===== src/rtl/mcu_pkg.sv =====
// Shared definitions for the multi-cycle control unit: opcode values,
// instruction-class indices, FSM state encoding, datapath mux/ALU codes and
// the bundled control word driven by the FSM output decode.
package mcu_pkg;

    // Opcodes (IR[31:26])
    localparam logic [5:0] OP_R    = 6'b000000;
    localparam logic [5:0] OP_LW   = 6'b000001;
    localparam logic [5:0] OP_SW   = 6'b000010;
    localparam logic [5:0] OP_ADDI = 6'b000011;
    localparam logic [5:0] OP_SLTI = 6'b000100;
    localparam logic [5:0] OP_J    = 6'b000101;
    localparam logic [5:0] OP_JAL  = 6'b000110;
    localparam logic [5:0] OP_JR   = 6'b000111;
    localparam logic [5:0] OP_BEQ  = 6'b001000;

    // Bit positions in the one-hot instruction class vector
    localparam int CLS_R    = 0;
    localparam int CLS_LW   = 1;
    localparam int CLS_SW   = 2;
    localparam int CLS_ADDI = 3;
    localparam int CLS_SLTI = 4;
    localparam int CLS_J    = 5;
    localparam int CLS_JAL  = 6;
    localparam int CLS_JR   = 7;
    localparam int CLS_BEQ  = 8;
    localparam int CLS_ILL  = 9;
    localparam int CLS_W    = 10;

    localparam logic [1:0] ALU_OP_FUNCT = 2'b00;
    localparam logic [1:0] ALU_OP_ADD   = 2'b01;
    localparam logic [1:0] ALU_OP_SUB   = 2'b10;
    localparam logic [1:0] ALU_OP_SLT   = 2'b11;

    localparam logic [1:0] ALU_B_REG    = 2'b00;
    localparam logic [1:0] ALU_B_FOUR   = 2'b01;
    localparam logic [1:0] ALU_B_IMM    = 2'b10;
    localparam logic [1:0] ALU_B_IMM_SH = 2'b11;

    localparam logic [1:0] PC_SRC_ALU    = 2'b00;
    localparam logic [1:0] PC_SRC_ALUOUT = 2'b01;
    localparam logic [1:0] PC_SRC_JUMP   = 2'b10;
    localparam logic [1:0] PC_SRC_A      = 2'b11;

    typedef enum logic [3:0] {
        S_START   = 4'd0,
        S_FETCH   = 4'd1,
        S_DECODE  = 4'd2,
        S_EXEC_R  = 4'd3,
        S_R_WB    = 4'd4,
        S_EXEC_I  = 4'd5,
        S_I_WB    = 4'd6,
        S_MEM_ADR = 4'd7,
        S_MEM_RD  = 4'd8,
        S_LW_WB   = 4'd9,
        S_MEM_WR  = 4'd10,
        S_BRANCH  = 4'd11,
        S_JUMP    = 4'd12,
        S_JAL     = 4'd13,
        S_JR      = 4'd14,
        S_HALT    = 4'd15
    } state_t;

    typedef struct packed {
        logic       pc_write;
        logic       pc_write_cond;
        logic       i_or_d;
        logic       mem_read;
        logic       mem_write;
        logic       ir_write;
        logic       reg_dst;
        logic       r31;
        logic       mem_to_reg;
        logic       write_pc_4;
        logic       reg_write;
        logic       alu_src_a;
        logic [1:0] alu_src_b;
        logic [1:0] alu_op;
        logic [1:0] pc_src;
        logic       instr_done;
    } ctrl_t;

endpackage


===== src/rtl/multicycle_cu_if.sv =====
// Control-unit <-> datapath bundle.
//   opc, zero, mem_ready      : datapath -> control unit
//   datapath controls, instr_done, retired : control unit -> datapath
//   illegal_op                : present only when MCU_ILLEGAL_TRAP_EN is defined
// modport master = control unit, modport slave = datapath side.
interface multicycle_cu_if #(
    parameter int OPC_W    = 6,
    parameter int RETIRE_W = 16
);
    logic [OPC_W-1:0]    opc;
    logic                zero;
    logic                mem_ready;
    logic                pc_write;
    logic                pc_write_cond;
    logic                i_or_d;
    logic                mem_read;
    logic                mem_write;
    logic                ir_write;
    logic                reg_dst;
    logic                r31;
    logic                mem_to_reg;
    logic                write_pc_4;
    logic                reg_write;
    logic                alu_src_a;
    logic [1:0]          alu_src_b;
    logic [1:0]          alu_op;
    logic [1:0]          pc_src;
    logic                instr_done;
    logic [RETIRE_W-1:0] retired;
`ifdef MCU_ILLEGAL_TRAP_EN
    logic                illegal_op;
`endif

    modport master (
        input  opc, zero, mem_ready,
        output pc_write, pc_write_cond, i_or_d, mem_read, mem_write, ir_write,
               reg_dst, r31, mem_to_reg, write_pc_4, reg_write, alu_src_a,
               alu_src_b, alu_op, pc_src, instr_done, retired
`ifdef MCU_ILLEGAL_TRAP_EN
        , illegal_op
`endif
    );

    modport slave (
        output opc, zero, mem_ready,
        input  pc_write, pc_write_cond, i_or_d, mem_read, mem_write, ir_write,
               reg_dst, r31, mem_to_reg, write_pc_4, reg_write, alu_src_a,
               alu_src_b, alu_op, pc_src, instr_done, retired
`ifdef MCU_ILLEGAL_TRAP_EN
        , illegal_op
`endif
    );
endinterface


===== src/rtl/mcu_opc_decode.sv =====
// Combinational opcode decoder.
//   opc : opcode from IR
//   cls : one-hot instruction class (CLS_* positions); unknown opcodes set CLS_ILL
module mcu_opc_decode
    import mcu_pkg::*;
#(
    parameter int OPC_W = 6
) (
    input  logic [OPC_W-1:0] opc,
    output logic [CLS_W-1:0] cls
);

    always_comb begin
        cls = '0;
        case (opc)
            OPC_W'(OP_R):    cls[CLS_R]    = 1'b1;
            OPC_W'(OP_LW):   cls[CLS_LW]   = 1'b1;
            OPC_W'(OP_SW):   cls[CLS_SW]   = 1'b1;
            OPC_W'(OP_ADDI): cls[CLS_ADDI] = 1'b1;
            OPC_W'(OP_SLTI): cls[CLS_SLTI] = 1'b1;
            OPC_W'(OP_J):    cls[CLS_J]    = 1'b1;
            OPC_W'(OP_JAL):  cls[CLS_JAL]  = 1'b1;
            OPC_W'(OP_JR):   cls[CLS_JR]   = 1'b1;
            OPC_W'(OP_BEQ):  cls[CLS_BEQ]  = 1'b1;
            default:         cls[CLS_ILL]  = 1'b1;
        endcase
    end

endmodule


===== src/rtl/multicycle_cu.sv =====
// Multi-cycle control FSM for the shared-memory MIPS-subset datapath, plus
// retired-instruction counter.
//   clk, rst : rising-edge clock, asynchronous active-high reset
//   bus      : multicycle_cu_if.master (opc/zero/mem_ready in, controls out)
// Build option MCU_ILLEGAL_TRAP_EN: unknown opcodes park the FSM in HALT and
// raise illegal_op; without it they retire as a NOP straight from DECODE.
//
// state   | meaning
// --------+-----------------------------------------------------------
// START   | post-reset idle cycle, all controls low
// FETCH   | read instruction at PC, PC+4; waits on mem_ready
// DECODE  | branch target into ALUOut, dispatch on opcode
// EXEC_R  | A op B (funct)
// R_WB    | write rd
// EXEC_I  | A + / slt sext imm
// I_WB    | write rt
// MEM_ADR | A + sext imm -> ALUOut
// MEM_RD  | data read at ALUOut; waits on mem_ready
// LW_WB   | write MDR to rt
// MEM_WR  | data write at ALUOut; retires on mem_ready
// BRANCH  | A - B, PC <= ALUOut if zero
// JUMP    | PC <= jump address
// JAL     | PC <= jump address, r31 <= PC
// JR      | PC <= A
// HALT    | illegal opcode trap, held until reset (trap build only)
module multicycle_cu
    import mcu_pkg::*;
#(
    parameter int OPC_W    = 6,
    parameter int RETIRE_W = 16
) (
    input logic            clk,
    input logic            rst,
    multicycle_cu_if.master bus
);

    state_t              state;
    state_t              state_nxt;
    ctrl_t               ctrl;
    logic [CLS_W-1:0]    cls;
    logic [RETIRE_W-1:0] retired;

    mcu_opc_decode #(.OPC_W(OPC_W)) u_opc_decode (
        .opc (bus.opc),
        .cls (cls)
    );

    always_ff @(posedge clk or posedge rst) begin
        if (rst) begin
            state <= S_START;
        end else begin
            state <= state_nxt;
        end
    end

    always_comb begin
        state_nxt = state;
        case (state)
            S_START:  state_nxt = S_FETCH;
            S_FETCH:  if (bus.mem_ready) state_nxt = S_DECODE;
            S_DECODE: begin
                if (cls[CLS_R])                        state_nxt = S_EXEC_R;
                else if (cls[CLS_LW] || cls[CLS_SW])   state_nxt = S_MEM_ADR;
                else if (cls[CLS_ADDI] || cls[CLS_SLTI]) state_nxt = S_EXEC_I;
                else if (cls[CLS_BEQ])                 state_nxt = S_BRANCH;
                else if (cls[CLS_J])                   state_nxt = S_JUMP;
                else if (cls[CLS_JAL])                 state_nxt = S_JAL;
                else if (cls[CLS_JR])                  state_nxt = S_JR;
`ifdef MCU_ILLEGAL_TRAP_EN
                else                                   state_nxt = S_HALT;
`else
                else                                   state_nxt = S_FETCH;
`endif
            end
            S_EXEC_R:  state_nxt = S_R_WB;
            S_EXEC_I:  state_nxt = S_I_WB;
            S_MEM_ADR: state_nxt = cls[CLS_LW] ? S_MEM_RD : S_MEM_WR;
            S_MEM_RD:  if (bus.mem_ready) state_nxt = S_LW_WB;
            S_MEM_WR:  if (bus.mem_ready) state_nxt = S_FETCH;
            S_R_WB, S_I_WB, S_LW_WB,
            S_BRANCH, S_JUMP, S_JAL, S_JR: state_nxt = S_FETCH;
            S_HALT:    state_nxt = S_HALT;
            default:   state_nxt = S_START;
        endcase
    end

    always_comb begin
        ctrl = '0;
        case (state)
            S_FETCH: begin
                ctrl.mem_read  = 1'b1;
                ctrl.alu_src_b = ALU_B_FOUR;
                ctrl.alu_op    = ALU_OP_ADD;
                ctrl.pc_src    = PC_SRC_ALU;
                ctrl.ir_write  = bus.mem_ready;
                ctrl.pc_write  = bus.mem_ready;
            end
            S_DECODE: begin
                ctrl.alu_src_b = ALU_B_IMM_SH;
                ctrl.alu_op    = ALU_OP_ADD;
`ifndef MCU_ILLEGAL_TRAP_EN
                // unknown opcode retires here as a NOP
                ctrl.instr_done = cls[CLS_ILL];
`endif
            end
            S_EXEC_R: begin
                ctrl.alu_src_a = 1'b1;
                ctrl.alu_src_b = ALU_B_REG;
                ctrl.alu_op    = ALU_OP_FUNCT;
            end
            S_R_WB: begin
                ctrl.reg_dst    = 1'b1;
                ctrl.reg_write  = 1'b1;
                ctrl.instr_done = 1'b1;
            end
            S_EXEC_I: begin
                ctrl.alu_src_a = 1'b1;
                ctrl.alu_src_b = ALU_B_IMM;
                ctrl.alu_op    = cls[CLS_SLTI] ? ALU_OP_SLT : ALU_OP_ADD;
            end
            S_I_WB: begin
                ctrl.reg_write  = 1'b1;
                ctrl.instr_done = 1'b1;
            end
            S_MEM_ADR: begin
                ctrl.alu_src_a = 1'b1;
                ctrl.alu_src_b = ALU_B_IMM;
                ctrl.alu_op    = ALU_OP_ADD;
            end
            S_MEM_RD: begin
                ctrl.mem_read = 1'b1;
                ctrl.i_or_d   = 1'b1;
            end
            S_LW_WB: begin
                ctrl.mem_to_reg = 1'b1;
                ctrl.reg_write  = 1'b1;
                ctrl.instr_done = 1'b1;
            end
            S_MEM_WR: begin
                ctrl.mem_write  = 1'b1;
                ctrl.i_or_d     = 1'b1;
                ctrl.instr_done = bus.mem_ready;
            end
            S_BRANCH: begin
                ctrl.alu_src_a     = 1'b1;
                ctrl.alu_src_b     = ALU_B_REG;
                ctrl.alu_op        = ALU_OP_SUB;
                ctrl.pc_src        = PC_SRC_ALUOUT;
                ctrl.pc_write_cond = 1'b1;
                ctrl.instr_done    = 1'b1;
            end
            S_JUMP: begin
                ctrl.pc_src     = PC_SRC_JUMP;
                ctrl.pc_write   = 1'b1;
                ctrl.instr_done = 1'b1;
            end
            S_JAL: begin
                ctrl.pc_src     = PC_SRC_JUMP;
                ctrl.pc_write   = 1'b1;
                ctrl.r31        = 1'b1;
                ctrl.write_pc_4 = 1'b1;
                ctrl.reg_write  = 1'b1;
                ctrl.instr_done = 1'b1;
            end
            S_JR: begin
                ctrl.pc_src     = PC_SRC_A;
                ctrl.pc_write   = 1'b1;
                ctrl.instr_done = 1'b1;
            end
            default: ctrl = '0;
        endcase
    end

    always_ff @(posedge clk or posedge rst) begin
        if (rst) begin
            retired <= '0;
        end else if (ctrl.instr_done) begin
            retired <= retired + RETIRE_W'(1);
        end
    end

    assign bus.pc_write      = ctrl.pc_write;
    assign bus.pc_write_cond = ctrl.pc_write_cond;
    assign bus.i_or_d        = ctrl.i_or_d;
    assign bus.mem_read      = ctrl.mem_read;
    assign bus.mem_write     = ctrl.mem_write;
    assign bus.ir_write      = ctrl.ir_write;
    assign bus.reg_dst       = ctrl.reg_dst;
    assign bus.r31           = ctrl.r31;
    assign bus.mem_to_reg    = ctrl.mem_to_reg;
    assign bus.write_pc_4    = ctrl.write_pc_4;
    assign bus.reg_write     = ctrl.reg_write;
    assign bus.alu_src_a     = ctrl.alu_src_a;
    assign bus.alu_src_b     = ctrl.alu_src_b;
    assign bus.alu_op        = ctrl.alu_op;
    assign bus.pc_src        = ctrl.pc_src;
    assign bus.instr_done    = ctrl.instr_done;
    assign bus.retired       = retired;
`ifdef MCU_ILLEGAL_TRAP_EN
    assign bus.illegal_op    = (state == S_HALT);
`endif

endmodule


===== src/flat_wrapper.sv =====
// flat-port wrapper written by rule: the top's interface ports become plain ports
module multicycle_cu_flat import mcu_pkg::*;
#(
    parameter int OPC_W    = 6,
    parameter int RETIRE_W = 16
)
  (clk, rst, bus_opc, bus_zero, bus_mem_ready, bus_pc_write, bus_pc_write_cond, bus_i_or_d, bus_mem_read, bus_mem_write, bus_ir_write, bus_reg_dst, bus_r31, bus_mem_to_reg, bus_write_pc_4, bus_reg_write, bus_alu_src_a, bus_alu_src_b, bus_alu_op, bus_pc_src, bus_instr_done, bus_retired);
  multicycle_cu_if #(.OPC_W(OPC_W), .RETIRE_W(RETIRE_W)) bus_i ();
  input logic clk;
  input logic rst;
  input wire logic [$bits(bus_i.opc)-1:0] bus_opc;
  input wire logic [$bits(bus_i.zero)-1:0] bus_zero;
  input wire logic [$bits(bus_i.mem_ready)-1:0] bus_mem_ready;
  output wire logic [$bits(bus_i.pc_write)-1:0] bus_pc_write;
  output wire logic [$bits(bus_i.pc_write_cond)-1:0] bus_pc_write_cond;
  output wire logic [$bits(bus_i.i_or_d)-1:0] bus_i_or_d;
  output wire logic [$bits(bus_i.mem_read)-1:0] bus_mem_read;
  output wire logic [$bits(bus_i.mem_write)-1:0] bus_mem_write;
  output wire logic [$bits(bus_i.ir_write)-1:0] bus_ir_write;
  output wire logic [$bits(bus_i.reg_dst)-1:0] bus_reg_dst;
  output wire logic [$bits(bus_i.r31)-1:0] bus_r31;
  output wire logic [$bits(bus_i.mem_to_reg)-1:0] bus_mem_to_reg;
  output wire logic [$bits(bus_i.write_pc_4)-1:0] bus_write_pc_4;
  output wire logic [$bits(bus_i.reg_write)-1:0] bus_reg_write;
  output wire logic [$bits(bus_i.alu_src_a)-1:0] bus_alu_src_a;
  output wire logic [$bits(bus_i.alu_src_b)-1:0] bus_alu_src_b;
  output wire logic [$bits(bus_i.alu_op)-1:0] bus_alu_op;
  output wire logic [$bits(bus_i.pc_src)-1:0] bus_pc_src;
  output wire logic [$bits(bus_i.instr_done)-1:0] bus_instr_done;
  output wire logic [$bits(bus_i.retired)-1:0] bus_retired;
  assign bus_i.opc = bus_opc;
  assign bus_i.zero = bus_zero;
  assign bus_i.mem_ready = bus_mem_ready;
  assign bus_pc_write = bus_i.pc_write;
  assign bus_pc_write_cond = bus_i.pc_write_cond;
  assign bus_i_or_d = bus_i.i_or_d;
  assign bus_mem_read = bus_i.mem_read;
  assign bus_mem_write = bus_i.mem_write;
  assign bus_ir_write = bus_i.ir_write;
  assign bus_reg_dst = bus_i.reg_dst;
  assign bus_r31 = bus_i.r31;
  assign bus_mem_to_reg = bus_i.mem_to_reg;
  assign bus_write_pc_4 = bus_i.write_pc_4;
  assign bus_reg_write = bus_i.reg_write;
  assign bus_alu_src_a = bus_i.alu_src_a;
  assign bus_alu_src_b = bus_i.alu_src_b;
  assign bus_alu_op = bus_i.alu_op;
  assign bus_pc_src = bus_i.pc_src;
  assign bus_instr_done = bus_i.instr_done;
  assign bus_retired = bus_i.retired;
  multicycle_cu #(.OPC_W(OPC_W), .RETIRE_W(RETIRE_W)) u_core (.clk(clk), .rst(rst), .bus(bus_i));
endmodule

===== config.mk =====
export PLATFORM = sky130hd
export DESIGN_NAME = multicycle_cu_flat
export DESIGN_NICKNAME = d
export VERILOG_FILES = /design/src/rtl/mcu_pkg.sv /design/src/rtl/multicycle_cu_if.sv /design/src/rtl/mcu_opc_decode.sv /design/src/rtl/multicycle_cu.sv /design/src/flat_wrapper.sv
export SDC_FILE = /design/constraint.sdc
export NUM_CORES = 1
export LEC_CHECK = 0
export BUFFER_PORTS_ARGS = -buffer_cell sky130_fd_sc_hd__clkbuf_2
export CORE_MARGIN = 1.5
export CORE_UTILIZATION = 45
export CTS_CLUSTER_DIAMETER = 80
export DETAILED_ROUTE_END_ITERATION = 12
export MAX_ROUTING_LAYER = met4
export PLACE_DENSITY = 0.73
export REMOVE_ABC_BUFFERS = 1
export SYNTH_ARGS = -nofsm -noshare
export SYNTH_HDL_FRONTEND = slang
export SYNTH_SLANG_ARGS = --single-unit

===== constraint.sdc =====
create_clock -name clk -period 3.4 [get_ports clk]
set_clock_uncertainty 0.05 [all_clocks]
set_input_delay 0.68 -clock clk [delete_from_list [all_inputs] [get_ports clk]]
set_output_delay 0.68 -clock clk [all_outputs]
set_load 0.05 [all_outputs]

==> impl_metrics.toml, run 1 <==
[cts]
ctsRootBufferMaster = "clkbuf_4"
clock_latency_ns = 0.30
clkTransAtPathRegs_ns = 0.11
cts_resized = 0
clock-sinks = 20
cts_setup_buffers = 0
cts_buffer_depth = 2
tritoncts = "built"
cts_hold_buf = 0
cts_buffers = 3
cts_max_level = 1

[min_path]
min_path_type = "input port to async pin"

[worst_setup_path]
critPathBufInv = 1
cp-end-kind = "output port"
crit_type = "flip-flop to output port"
critPathSlowestCell = "dfrtp_1"
start_kind = "flip-flop"
required_ns = 2.67
cpLargestDelayFamily = "flip-flops"
critPathMaxFanout = 23
max_stage_delay_ns = 0.63
arrival_ns = 2.29
crit_chain = "nand2b_1 -> nor2_1 -> a31o_1 -> clkbuf_2"

[final_layout]
syn2layout_area_growth_pct = 15.5
stdcell_area_mm2 = 0.00155
final_nets = 202
diodes = 0
drive_above_1_share = 0.274

[placement]
place_ws_ns = 0.670
port-buffer-count = 43
place_area_mm2 = 0.00151
dp_hpwl_um = 2000
gp_congestion = 0.815

[yosys]
synth_edf_count = 0
synth_seq_cells = 20
synth_fa_ha_area_frac = 0.0168
synth_cells = 156
synth.area.top_cells = "dfrtp_1, xnor2_1, nand4_1, nand2_1, nand2b_1"
yosysSeqAreaShare = 0.374
netlist_area_mm2 = 0.00134
synth_area_leader_cell = "dfrtp_1"
synth_top_family_by_area = "simple AND/OR/NAND/NOR gates"
synth-async-reset-ratio = 1.00
ys_types = 40
synth-compound-area-share = 0.100
synth_simple_gate_area_frac = 0.310
synthXorXnorAreaFrac = 0.118
yosysTopAreaCellShare = 0.374
synthFlopType = "dfrtp_1"
yosysWarnings = 0
syn_avg_cell_area_um2 = 8.57
muxShareOfSynthArea = 0.00842

[drt]
vias_per_cell = 5.49
routedWlPerCell_um = 12.6
drt_iter0_drc = 42
drcViolationCount = 0
num_vias = 1213
antenna_left = 0
wirelength_um = 2790
drt_first_pass_iters = 4

[run]
cap_violations = 0

[power]
p_int_mw = 0.602
ir_worst_vdd_v = 0.000689
p_clk_frac = 0.092
combPwrFrac = 0.605
p_total_mw = 1.47
leakage_nw = 0.710
power_switching_mw = 0.869
p_per_area_mw_per_mm2 = 952
seq_power_share = 0.303
power_switching_share = 0.591

[timing]
finalHoldViolCount = 0
rsz0062_at_grt = "no"
setup_ws_ns = 0.378
fin_setup_tns_ns = 0
fin_crit_ns = 3.02
maxSlewViolCount = 0
whs_ns = 0.417
fin_crit_sh = 0.889
fmax_mhz = 331
finalSetupViolCount = 0
worst_pin_slew_ns = 0.741
max_slew_margin = 0.505

[die]
initial_core_util = 0.481
core_mm2 = 0.00278
die-area_mm2 = 0.00331
fp.dieW_um = 57.5
fp.dieH_um = 57.5
fp-row-count = 19
io_pins = 45

[grt]
track_usage = 0.180
antenna_found_initial = 0
grt-ovfl-total = 0
grt_pass1_wl_um = 4600
grt_max_degree = 24
grt_pass1_vias = 1065

[outcome]
outcome = "complete, no violations"
==> path summary, 6_finish.rpt <==
check                      slack (ns)                endpoint              startpoint  depth (start not counted)
setup reg to reg                 1.23  u_core.bus.retired[10]         u_core.state[3]                          5
max in group asynchronous        2.42  u_core.bus.retired[13]                     rst                          2
setup / recovery                 0.38          bus_instr_done         u_core.state[3]                          4
hold / removal                   0.42   u_core.bus.retired[1]                     rst                          2
min in group clk                 0.44  u_core.bus.retired[15]  u_core.bus.retired[15]                          1
hold reg to reg                  0.44  u_core.bus.retired[15]  u_core.bus.retired[15]                          1
==> cells in the final DEF, fill, tap and decap left out, drive strengths merged, types with 3 or more instances in the layout <==
cell    Yosys  routed
clkbuf      6      47
dfrtp      20      20
xnor2      17      17
nand2      16      16
nor2       13      13
nand4      13      13
nand2b      8       8
nor3        7       7
o21ai       6       6
nand3       5       5
a21oi       5       5
and3        4       4
inv         4       4
nor4        3       3
==> metrics by stage <==
stage                     instances  utilization
after floorplan                 143            -
after global placement          217        0.543
after detailed placement        217        0.543
after CTS                       221        0.556
after global routing            221        0.556
final                           221        0.556
==> layout make-up <==
type,instances,area (µm²)
multi-input combinational,119,739
inverter,4,15.0
fill,276,1240
clock buffer,4,36.3
sequential,20,500
timing repair buffer,43,215
tap,31,38.8
==> kinds of logic (layout without fill, tap and decap cells) <==
family / count (synthesis) / count (layout)
mux: 1 / 1
simple gates: 77 / 77
buf+inv: 17 / 51
xor+xnor: 18 / 18
flops: 20 / 20
compound gates: 21 / 21
fa+ha+maj: 2 / 2
==> synth_stat cells, types with 2 or more instances <==
library cell and instances:
nor2_1 13, xnor2_1 17, buf_2 3, clkbuf_1 6, and2_1 2, a21oi_1 5
nor4_1 3, o21ai_0 6, dfrtp_1 20, nand2b_1 8, inv_1 4, nand2_1 16
and3_1 4, nand3_1 5, nand4_1 13, buf_6 2, nor3_1 6
==> power groups by stage <==
stage | Clock (mW) | Sequential [mW] | Combinational (mW)
detailed placement | 0 | 0.447 | 0.893
finish | 0.136 | 0.445 | 0.890
floorplan | 0 | 0.536 | 0.596
global route | 0.148 | 0.462 | 0.948
CTS | 0.140 | 0.442 | 0.896
global placement | 0 | 0.440 | 0.882
==> flip-flops by register name, summed over array words and instances (netlist names) <==
| register | count |
|---|---|
| u_core.bus.retired | 16 |
| u_core.state | 4 |
==> worst reg2reg max path: stages (launching register included) <==
cell      delay [ns]
dfrtp_1         0.63
nand2b_1        0.31
nor2_1          0.13
a31o_1          0.54
nand4_1         0.23
xnor2_1         0.18
==> metal layers <==
| layer | vias to the layer above | track usage | share of wire |
|---|---|---|---|
| met2 | 32 | 0.287 | 0.49 |
| met4 | 0 | 0.0897 | 0.020 |
| li1 | 609 | - | - |
| met3 | 5 | 0.0136 | 0.036 |
| met1 | 567 | 0.228 | 0.45 |
| met5 | - | - | 0 |
Power figures use the tool's default switching activity.
==> run 2: changes to the inputs <==
--- a/config.mk
+++ b/config.mk
@@ -6,13 +6,14 @@
 export NUM_CORES = 1
 export LEC_CHECK = 0
 export BUFFER_PORTS_ARGS = -buffer_cell sky130_fd_sc_hd__clkbuf_2
-export CORE_MARGIN = 1.5
+export CORE_MARGIN = 10
 export CORE_UTILIZATION = 45
 export CTS_CLUSTER_DIAMETER = 80
 export DETAILED_ROUTE_END_ITERATION = 12
 export MAX_ROUTING_LAYER = met4
-export PLACE_DENSITY = 0.73
+export PLACE_DENSITY = 0.69
 export REMOVE_ABC_BUFFERS = 1
 export SYNTH_ARGS = -nofsm -noshare
 export SYNTH_HDL_FRONTEND = slang
+export SYNTH_HIERARCHICAL = 1
 export SYNTH_SLANG_ARGS = --single-unit
==> impl_metrics.toml, run 2 <==
[outcome]
outcome = "complete, no violations"

[cts]
ctsRootBufferMaster = "clkbuf_4"
cts_buffer_depth = 2
cts_resized = 0
tritoncts = "built"
cts_buffers = 3
cts_hold_buf = 0
cts_setup_buffers = 0
clkTransAtPathRegs_ns = 0.11
cts_max_level = 1
clock_latency_ns = 0.29
clock-sinks = 20

[timing]
fin_crit_ns = 2.82
max_slew_margin = 0.504
maxSlewViolCount = 0
whs_ns = 0.426
worst_pin_slew_ns = 0.744
fin_setup_tns_ns = 0
rsz0062_at_grt = "no"
fin_crit_sh = 0.828
finalSetupViolCount = 0
finalHoldViolCount = 0
fmax_mhz = 355

[final_layout]
largest_reg_flops = 16
drive_above_1_share = 0.307
multi_input_area_um2 = 878
top_register = "u_core/bus.retired"
syn2layout_area_growth_pct = 15.8
top_regs = "u_core/bus.retired (16), u_core/state (4)"
final_nets = 214
diodes = 0
fin_util = 0.549
ff_latch_area_um2 = 500
stdcell_count = 246
final_cell_mix = "clkbuf_2, nor2_1, dfrtp_1, xnor2_1"
fillCellCount = 302
layout_commonest_cell = "clkbuf_2"

[yosys]
netlist_area_mm2 = 0.00147
yosysSeqAreaShare = 0.340
synth_seq_cells = 20
synth_cells = 164
synth-async-reset-ratio = 1.00
synthFlopType = "dfrtp_1"
yosysTopAreaCellShare = 0.340
synth_common_cells = "dfrtp_1, nor2_1, xnor2_1, nand2_1, nand2b_1"
syn_avg_cell_area_um2 = 8.97
synth.area.top_cells = "dfrtp_1, xnor2_1, nand2b_1, nor2_1, nand2_1"
synth_area_leader_cell = "dfrtp_1"
yosysWarnings = 6
synth_edf_count = 0
ys_types = 48

[worst_setup_path]
crit_type = "flip-flop to output port"
r2r_cells = 5
required_ns = 2.67
start_kind = "flip-flop"
critPathMaxFanout = 21
arrival_ns = 2.09
timing.rr.start = "u_core/state[2]"
reg2reg_to = "u_core/bus.retired[14]"
ff2ff_setup_slack_ns = 1.33
cp-end-kind = "output port"
critPathLaunch = "u_core/state[2]"
crit_path_end = "bus_instr_done"

[die]
initial_core_util = 0.474
fp.dieW_um = 77.2
die-area_mm2 = 0.00596
fp-row-count = 20
fp.dieH_um = 77.2
io_pins = 45
core_mm2 = 0.00310

[placement]
dp.cells = 242
gp_congestion = 0.826
port-buffer-count = 43
dp_hpwl_um = 2660

[power]
p_clk_frac = 0.086
ir_worst_vdd_v = 0.000500
seq_power_share = 0.298
power_switching_mw = 0.908
combPwrFrac = 0.616
p_int_mw = 0.643
leakage_nw = 0.747
power_switching_share = 0.585
p_per_area_mw_per_mm2 = 910

[run]
cap_violations = 0

[drt]
drt_first_pass_iters = 4
vias_per_cell = 5.29
antenna_left = 0
wirelength_um = 3350
num_vias = 1302
drcViolationCount = 0
drt_iter0_drc = 81
routedWlPerCell_um = 13.6

[grt]
grt-ovfl-total = 0
antenna_found_initial = 0
track_usage = 0.118
grt_pass1_vias = 1352
grt_max_degree = 22
grt_pass1_wl_um = 6020

[min_path]
min_path_type = "input port to async pin"
-- run 2: cell count changes after synthesis, moves of 3 or more --
cell      before  now
and3_1         4    1
buf_2          3    0
nand2_1       16   13
nand2b_1       8   13
nand4_1       13    5
nor2_1        13   20
nor2b_1        0    4
-- run 2: cell families (layout without fill, tap and decap cells) --
| group | after synthesis | after routing | share of synthesized area |
|---|---|---|---|
| and+or+nand+nor | 86 | 86 | 0.355 |
| AOI/OAI and AO/OA | 25 | 25 | 0.122 |
| DFF | 20 | 20 | 0.340 |
| xor gates and xnor gates | 17 | 17 | 0.101 |
| buffers and inverters | 14 | 52 | 0.0629 |
| adders and majority gates | 1 | 1 | 0.00850 |
| muxes | 1 | 1 | 0.0102 |
-- run 2: critical path, stage by stage (launching register included) --
cell      delay [ns]
dfrtp_1         0.79
o21ba_2         0.28
nor2_4          0.06
nor3_4          0.32
clkbuf_2        0.34
-- run 2: cell type report --
| class | instances | share of cell area |
|---|---|---|
| Multi-Input combinational cell | 130 | 0.515 |
| Sequential cell | 20 | 0.294 |
| Timing Repair Buffer | 43 | 0.126 |
| Tap cell | 44 | 0.0323 |
| Clock buffer | 4 | 0.0213 |
| Inverter | 5 | 0.0110 |
-- run 2: worst min path at each step --
stage          slack [ns]                      to
3_5_place_dp         0.41  u_core/bus.retired[15]
2_1_floorplan        0.59   u_core/bus.retired[0]
5_1_grt              0.46  u_core/bus.retired[15]
4_1_cts              0.43  u_core/bus.retired[15]
3_3_place_gp         0.41  u_core/bus.retired[15]
6_report             0.43  u_core/bus.retired[10]
-- run 2: metrics by stage --
stage	cell area, µm²	total power [mW]	setup WS (ns)
2_1_floorplan	1400	1.21	0.465
3_3_place_gp	1670	1.40	0.624
3_5_place_dp	1670	1.43	0.590
4_1_cts	1700	1.56	0.553
5_1_grt	1700	1.66	0.455
6_report	1700	1.55	0.584
-- run 2: power by group through the flow --
stage	registers [mW]	clock network (mW)	logic [mW]
floorplan	0.548	0	0.659
global placement	0.457	0	0.942
detailed placement	0.467	0	0.961
CTS	0.462	0.137	0.966
global route	0.486	0.153	1.02
finish	0.463	0.133	0.955
-- run 2: routing by layer --
metal  routed length [µm]  vias to the layer above  GRT usage
met5                    0                        -          -
met4                   49                        0     0.0420
met3                  138                        4     0.0221
met2                 1790                       28      0.209
met1                 1380                      625      0.128
li1                     -                      645          -
